===== config.mk =====
export PLATFORM = sky130hd
export DESIGN_NAME = bound_flasher_outfsm
export DESIGN_NICKNAME = d
export VERILOG_FILES = /design/src/rtl/bound_flasher_outfsm.sv
export SDC_FILE = /design/constraint.sdc
export NUM_CORES = 1
export LEC_CHECK = 0
export CAP_MARGIN = 20
export CORE_MARGIN = 2
export CORE_UTILIZATION = 55
export DETAILED_ROUTE_END_ITERATION = 12
export DONT_BUFFER_PORTS = 1
export PLACE_DENSITY_LB_ADDON = 0.12
export SKIP_CTS_REPAIR_TIMING = 1
export SYNTH_ARGS = -nofsm -noshare
export SYNTH_HDL_FRONTEND = slang
export SYNTH_SLANG_ARGS = --single-unit

===== constraint.sdc =====
create_clock -name clk -period 1.69 [get_ports clk]
set_input_delay 0.2535 -clock clk [delete_from_list [all_inputs] [get_ports clk]]
set_output_delay 0.2535 -clock clk [all_outputs]
set_load 0.02 [all_outputs]

===== src/rtl/bound_flasher_outfsm.sv =====
// Bound flasher output datapath: IDLE/RUN sequencer driving a 16-lamp thermometer bar.
// Optional macro BOUND_FLASHER_START_SYNC_EN adds a two-flop synchronizer on start.
module bound_flasher_outfsm #(
  parameter int PRESCALE  = 1,
  parameter int ZERO_HITS = 2
) (
  input  logic        clk,
  input  logic        rst,
  input  logic        start,
  input  logic        up,
  output logic [4:0]  state_cnt,
  output logic        step_enb,
  output logic [15:0] lamps,
  output logic        busy,
  output logic        done
);

  localparam int             PW       = (PRESCALE > 1) ? $clog2(PRESCALE) : 1;
  localparam logic [PW-1:0]  PRE_LAST = PW'(PRESCALE - 1);
  localparam logic [3:0]     HITS_END = 4'(ZERO_HITS);
  localparam logic [4:0]     CNT_MAX  = 5'd16;

  typedef enum logic {
    IDLE = 1'b0,
    RUN  = 1'b1
  } state_t;

  state_t        state, state_d;
  logic [4:0]    cnt, cnt_d;
  logic [PW-1:0] pre, pre_d;
  logic [3:0]    hits, hits_d;
  logic          done_q, done_d;
  logic          start_seen;

`ifdef BOUND_FLASHER_START_SYNC_EN
  logic [1:0] sync_q;

  always_ff @(posedge clk or posedge rst) begin
    if (rst) begin
      sync_q <= 2'b00;
    end else begin
      sync_q <= {sync_q[0], start};
    end
  end

  assign start_seen = sync_q[1];
`else
  assign start_seen = start;
`endif

  // NOTE: sequential state uses non-blocking assignments so every register
  // samples the values of the previous cycle, independent of statement order.
  always_ff @(posedge clk or posedge rst) begin
    if (rst) begin
      state  <= IDLE;
      cnt    <= 5'd0;
      pre    <= '0;
      hits   <= 4'd0;
      done_q <= 1'b0;
    end else begin
      state  <= state_d;
      cnt    <= cnt_d;
      pre    <= pre_d;
      hits   <= hits_d;
      done_q <= done_d;
    end
  end

  // NOTE: every signal written here gets a default first, so no path can
  // leave one unassigned and infer a latch.
  always_comb begin
    state_d  = state;
    cnt_d    = cnt;
    pre_d    = pre;
    hits_d   = hits;
    done_d   = 1'b0;
    step_enb = (state == RUN) && (pre == PRE_LAST);

    case (state)
      IDLE: begin
        if (start_seen) begin
          state_d = RUN;
          cnt_d   = 5'd0;
          pre_d   = '0;
          hits_d  = 4'd0;
        end
      end
      RUN: begin
        pre_d = step_enb ? '0 : pre + PW'(1);
        if (step_enb) begin
          if (up) begin
            if (cnt != CNT_MAX) cnt_d = cnt + 5'd1;
          end else if (cnt != 5'd0) begin
            cnt_d = cnt - 5'd1;
            // Only a real 1 -> 0 arrival counts; idling at zero does not.
            if (cnt == 5'd1) begin
              hits_d = hits + 4'd1;
              if (hits + 4'd1 == HITS_END) begin
                state_d = IDLE;
                done_d  = 1'b1;
              end
            end
          end
        end
      end
      default: state_d = IDLE;
    endcase
  end

  always_comb begin
    lamps = 16'h0000;
    for (int i = 0; i < 16; i++) begin
      lamps[i] = (5'(i) < cnt);
    end
  end

  assign state_cnt = cnt;
  assign busy      = (state == RUN);
  assign done      = done_q;

endmodule


======== Yosys cells after proc, flatten, opt, wreduce, memory -nomap -nowiden ========
Cells that the tools add are included.
word-level totals
  flip-flop bits (word level) ............. 12
  output and inout bits ................... 24
  word-level logic and storage cells ...... 69
operators by class
  $add $sub $neg .......................... 4
  magnitude comparators ................... 16
  eq/ne operators ......................... 10
  multiplexer cells ....................... 28
  bitwise gates (word level) .............. 2
  reductions and logical operators ........ 4
operator list
  cell                                                                         number
  4-bit by 5-bit less-than comparator with 1-bit output, first input constant  8
  5-bit 2-to-1 mux                                                             5
  3-bit by 5-bit less-than comparator with 1-bit output, first input constant  4
  4-bit 2-to-1 mux                                                             5
  1-bit 2-to-1 mux                                                             14
  1-bit by 5-bit less-than comparator with 1-bit output, first input constant  2
  2-bit by 5-bit less-than comparator with 1-bit output, first input constant  2
  5-bit case mux with 2 select lines                                           1
  4-bit case mux with 2 select lines                                           1
  2-bit inequality test, second input constant                                 3
  3-bit by 2-bit inequality test with 1-bit output, second input constant      2
  5-bit by 1-bit adder with 5-bit output, second input constant                1
  5-bit by 1-bit equality test with 1-bit output, second input constant        1
  5-bit inequality test, second input constant                                 1
  5-bit AND reduction                                                          1
  5-bit nonzero test                                                           1
  5-bit by 1-bit subtractor with 5-bit output, second input constant           1
  4-bit by 1-bit adder with 4-bit output, second input constant                1
  4-bit by 2-bit equality test with 1-bit output, second input constant        1
  2-bit by 1-bit inequality test with 1-bit output, second input constant      2
  1-bit case mux with 2 select lines                                           2
  4-bit AND reduction                                                          1
  1-bit inverter                                                               2
  1-bit adder, second input constant                                           1
  1-bit logical AND                                                            1

======== Depth between registers and ports, before layout ========
  depth after elaboration ................. 8
  gate-level depth with buffers ........... 8

======== Worst setup path before layout ========
No wires, ideal clock.
  path type ............................... flip-flop to output port
  start point ............................. register cnt[0] (netlist: state_cnt[0])
  end point ............................... output lamps[1]
  data arrival time ....................... 1.585 ns
  required time ........................... 1.436 ns
  slack ................................... -0.149 ns
  cell stages (with the launch flop) ...... 5
  path buffers ............................ 1
  path through ............................ dfrtp_1 > buf_2 > or3_4 > or3_4 > a21boi_0
on the way
  word-level cells in the longest chain between the ends .. 1
RTL lines
  element                                                line  RTL
  from (decl)                                            29    logic [4:0] cnt, cnt_d;
  from (signal assigned)                                 62    cnt <= cnt_d;
  1-bit by 5-bit less-than comparator with 1-bit output  113   lamps[i] = (5'(i) < cnt);
  to (decl)                                              13    output logic [15:0] lamps,
Every way passes these cells.

======== Worst setup path in the final report ========
  start point ............................. register cnt[2] (netlist: state_cnt[2])
  end point ............................... output lamps[1]
Same word-level chain as after synthesis.

==> results.tsv <==
metric	value	unit
status	finished with violations	
failing checks	setup timing	
dominant cell type by area after synthesis	sky130_fd_sc_hd__dfrtp_1	
IO Port Bufs	0	
power share of the sequential group	0.237	
Initial Util	0.591	
DP HPWL	1470	um
P_leak	0.508	nW
final number of setup-violating endpoints	2	
placer's final routability congestion estimate	0.883	
switching power of the nets	0.00116	W
layout cell share with drive strength beyond 1	0.319	
cell repeated most along the worst path	sky130_fd_sc_hd__or3_4	
post-route total power	0.00223	W
most numerous cell types in the synthesized netlist	12 x sky130_fd_sc_hd__dfrtp_1, 12 x sky130_fd_sc_hd__nand2_1, 8 x sky130_fd_sc_hd__inv_1	
TritonCTS clock tree	built	
endpoint class of the critical path	primary output	
horizontal extent of the die	44.5	um
number of global-route vias before repair	699	
number of distinct standard cells referenced by the synthesized netlist	38	
number of buffer and inverter stages on the critical path	0	
final antenna-violating net count	0	
post-synth design cell area	901	um^2
cell type group with the largest total delay on the critical path	simple AND/OR/NAND/NOR gates	
predominant post-synthesis flop cell	sky130_fd_sc_hd__dfrtp_1	
cell at the root of the clock tree	sky130_fd_sc_hd__clkbuf_4	
Max Clock Freq	536	MHz
portion of total power attributed to combinational logic	0.658	
Worst Skew	0.00502	ns
Routed WL per cell	14.2	um
Final TNS setup	-0.350	ns
number of flops mapped to enable cells by yosys	0	
period utilisation layout	1.10	
largest stage delay on the critical path	0.44	ns
gr usage total	0.215	
Post-Syn Instances	104	
Final Critical Period	1.87	ns
Die H	44.5	um
worst hold slack	0.134	ns
first-iteration detailed-routing DRC count	14	
final-report max-slew violation count	0	
number of max-capacitance violations reported	0	
nature of the critical path startpoint	flip-flop	
least setup slack across all paths after layout	-0.177	ns
biggest area contributors in the synthesized netlist	sky130_fd_sc_hd__dfrtp_1 33%, sky130_fd_sc_hd__ha_1 6.9%, sky130_fd_sc_hd__nand2_1 5.0%	
count of final hold-check violations	0	
gr ovfl total	0	
switching part of the total power	0.518	
critical path fanouts, max	4	
Max transition margin	0.703	
Async SR Flop Fraction	1.00	
total number of nets in the final design	129	
relative area change from synthesis to final layout	20.4	%
floorplan die area	1980	um^2
slowest stage cell on the critical path	sky130_fd_sc_hd__dfrtp_2	
post-synth top area share	0.333	
Floorplan Core Area	1520	um^2
n_diodes	0	
final wirelength	1920	um
number of warnings printed during yosys synthesis	0	
Clock Pin Slew Worst Setup and Hold Paths	0.08	ns
pwr/cell area	2060	nW/um^2
DRC violation count after routing	0	
Hold/Removal Path Class	in2reg	
initial antenna violation count	0	
clock group share of total power	0.105	
placement row count	14	
internal power consumption	0.00108	W
average cell area after synthesis	8.66	um^2
I/O Pins	28	
cells traversed along the worst timing path	or3_4 > or3_4 > a21boi_4	
crit path kind	reg2out	
total iterations of the first detailed-routing run	4	
insertion delay to the later sink of the worst-skew pair	0.28	ns
Yosys reg bits	12	
Sink Count	12	
routed via count divided by cell count	5.97	
worst voltage drop across the vdd grid	1420	uV
proportion of synthesized chip area in sequential cells	0.333	
data required time at the worst endpoint	1.44	ns
maximum root-to-sink buffer count	2	
total clock buffers created by CTS	3	
maximum number of pins on one net before global-route repair	13	
wire length of the first global-routing pass	3100	um
setup repair after global routing missed its margin	yes	
net count of the mapped netlist	113	
Data arrival, critical path	1.61	ns
actual transition at the worst max-transition pin	0.445	ns
detailed-route via count	806	
maximum level of the CTS H-tree	1	
## power by group through the flow
stage	registers [W]	logic, W	clock network, W
after floorplan	0.000589	0.00101	0
after global placement	0.000522	0.00139	0
final	0.000529	0.00147	0.000235
after detailed placement	0.000532	0.00141	0
after global routing	0.000553	0.00160	0.000255
after CTS	0.000527	0.00142	0.000241
## flip-flops by register name, summed over array words and instances (netlist names)
signal,count
hits,4
state_cnt,5
done,1
pre,1
busy,1
## through the flow
step	cell area, um^2	utilization	std cells	worst slack [ns]
after floorplan	912	-	104	-0.0917
after global placement	1010	0.663	129	0.119
after detailed placement	1010	0.663	129	0.0973
after CTS	1050	0.687	133	-0.226
after global routing	1080	0.712	135	-0.228
final	1080	0.712	135	-0.177
## final cells by class
type	count	area [um^2]
tap	16	20.0
timing repair buffer	18	141
multi-input combinational	77	553
sequential	12	304
clock buffer	4	36.3
inverter	8	30.0
fill	121	439
## path summary, 6_finish.rpt
path / start / to / slack, ns / cells after the start
worst max-delay path: state_cnt[2] / lamps[1] / -0.18 / 3
worst min-delay path: start / busy / 0.13 / 2
worst max register to register: state_cnt[0] / hits[2] / 0.07 / 6
worst min register to register: pre / pre / 0.49 / 1
max in group asynchronous: rst / state_cnt[1] / 0.95 / 2
min in group asynchronous: rst / hits[1] / 0.41 / 2
## layout by cell type, fill, tap and decap left out, types with 2 or more instances in the layout
cell type	synthesis	routed
sky130_fd_sc_hd__clkbuf_4	0	3
sky130_fd_sc_hd__nor2_1	7	7
sky130_fd_sc_hd__a211oi_1	2	2
sky130_fd_sc_hd__dfrtp_1	12	9
sky130_fd_sc_hd__ha_1	5	4
sky130_fd_sc_hd__mux2i_1	4	4
sky130_fd_sc_hd__nand2b_1	3	3
sky130_fd_sc_hd__nand4_1	3	3
sky130_fd_sc_hd__inv_1	8	7
sky130_fd_sc_hd__nand3_1	4	4
sky130_fd_sc_hd__or3_1	2	2
sky130_fd_sc_hd__buf_4	1	16
sky130_fd_sc_hd__or3_4	2	2
sky130_fd_sc_hd__dfrtp_2	0	3
sky130_fd_sc_hd__nand2_1	12	12
sky130_fd_sc_hd__a21o_2	2	2
sky130_fd_sc_hd__nor3b_1	2	2
sky130_fd_sc_hd__o21ai_0	5	5
sky130_fd_sc_hd__nor3_1	3	3
sky130_fd_sc_hd__a311o_1	2	2
## routing by layer
layer,vias to the layer above,share of wire,track usage
li1,400,-,-
met1,374,0.47,0.304
met2,30,0.46,0.322
met3,2,0.056,0.0531
met4,0,0.014,0.0727
met5,-,0,0
## kinds of logic after synthesis
kind of cell / share of synthesized area
adders and majority gates: 0.0694
and+or+nand+nor: 0.268
xor gates and xnor gates: 0.00972
DFF: 0.333
muxes: 0.0444
buffers and inverters: 0.0736
AOI/OAI and AO/OA: 0.201
Power figures use the tool's default switching activity.
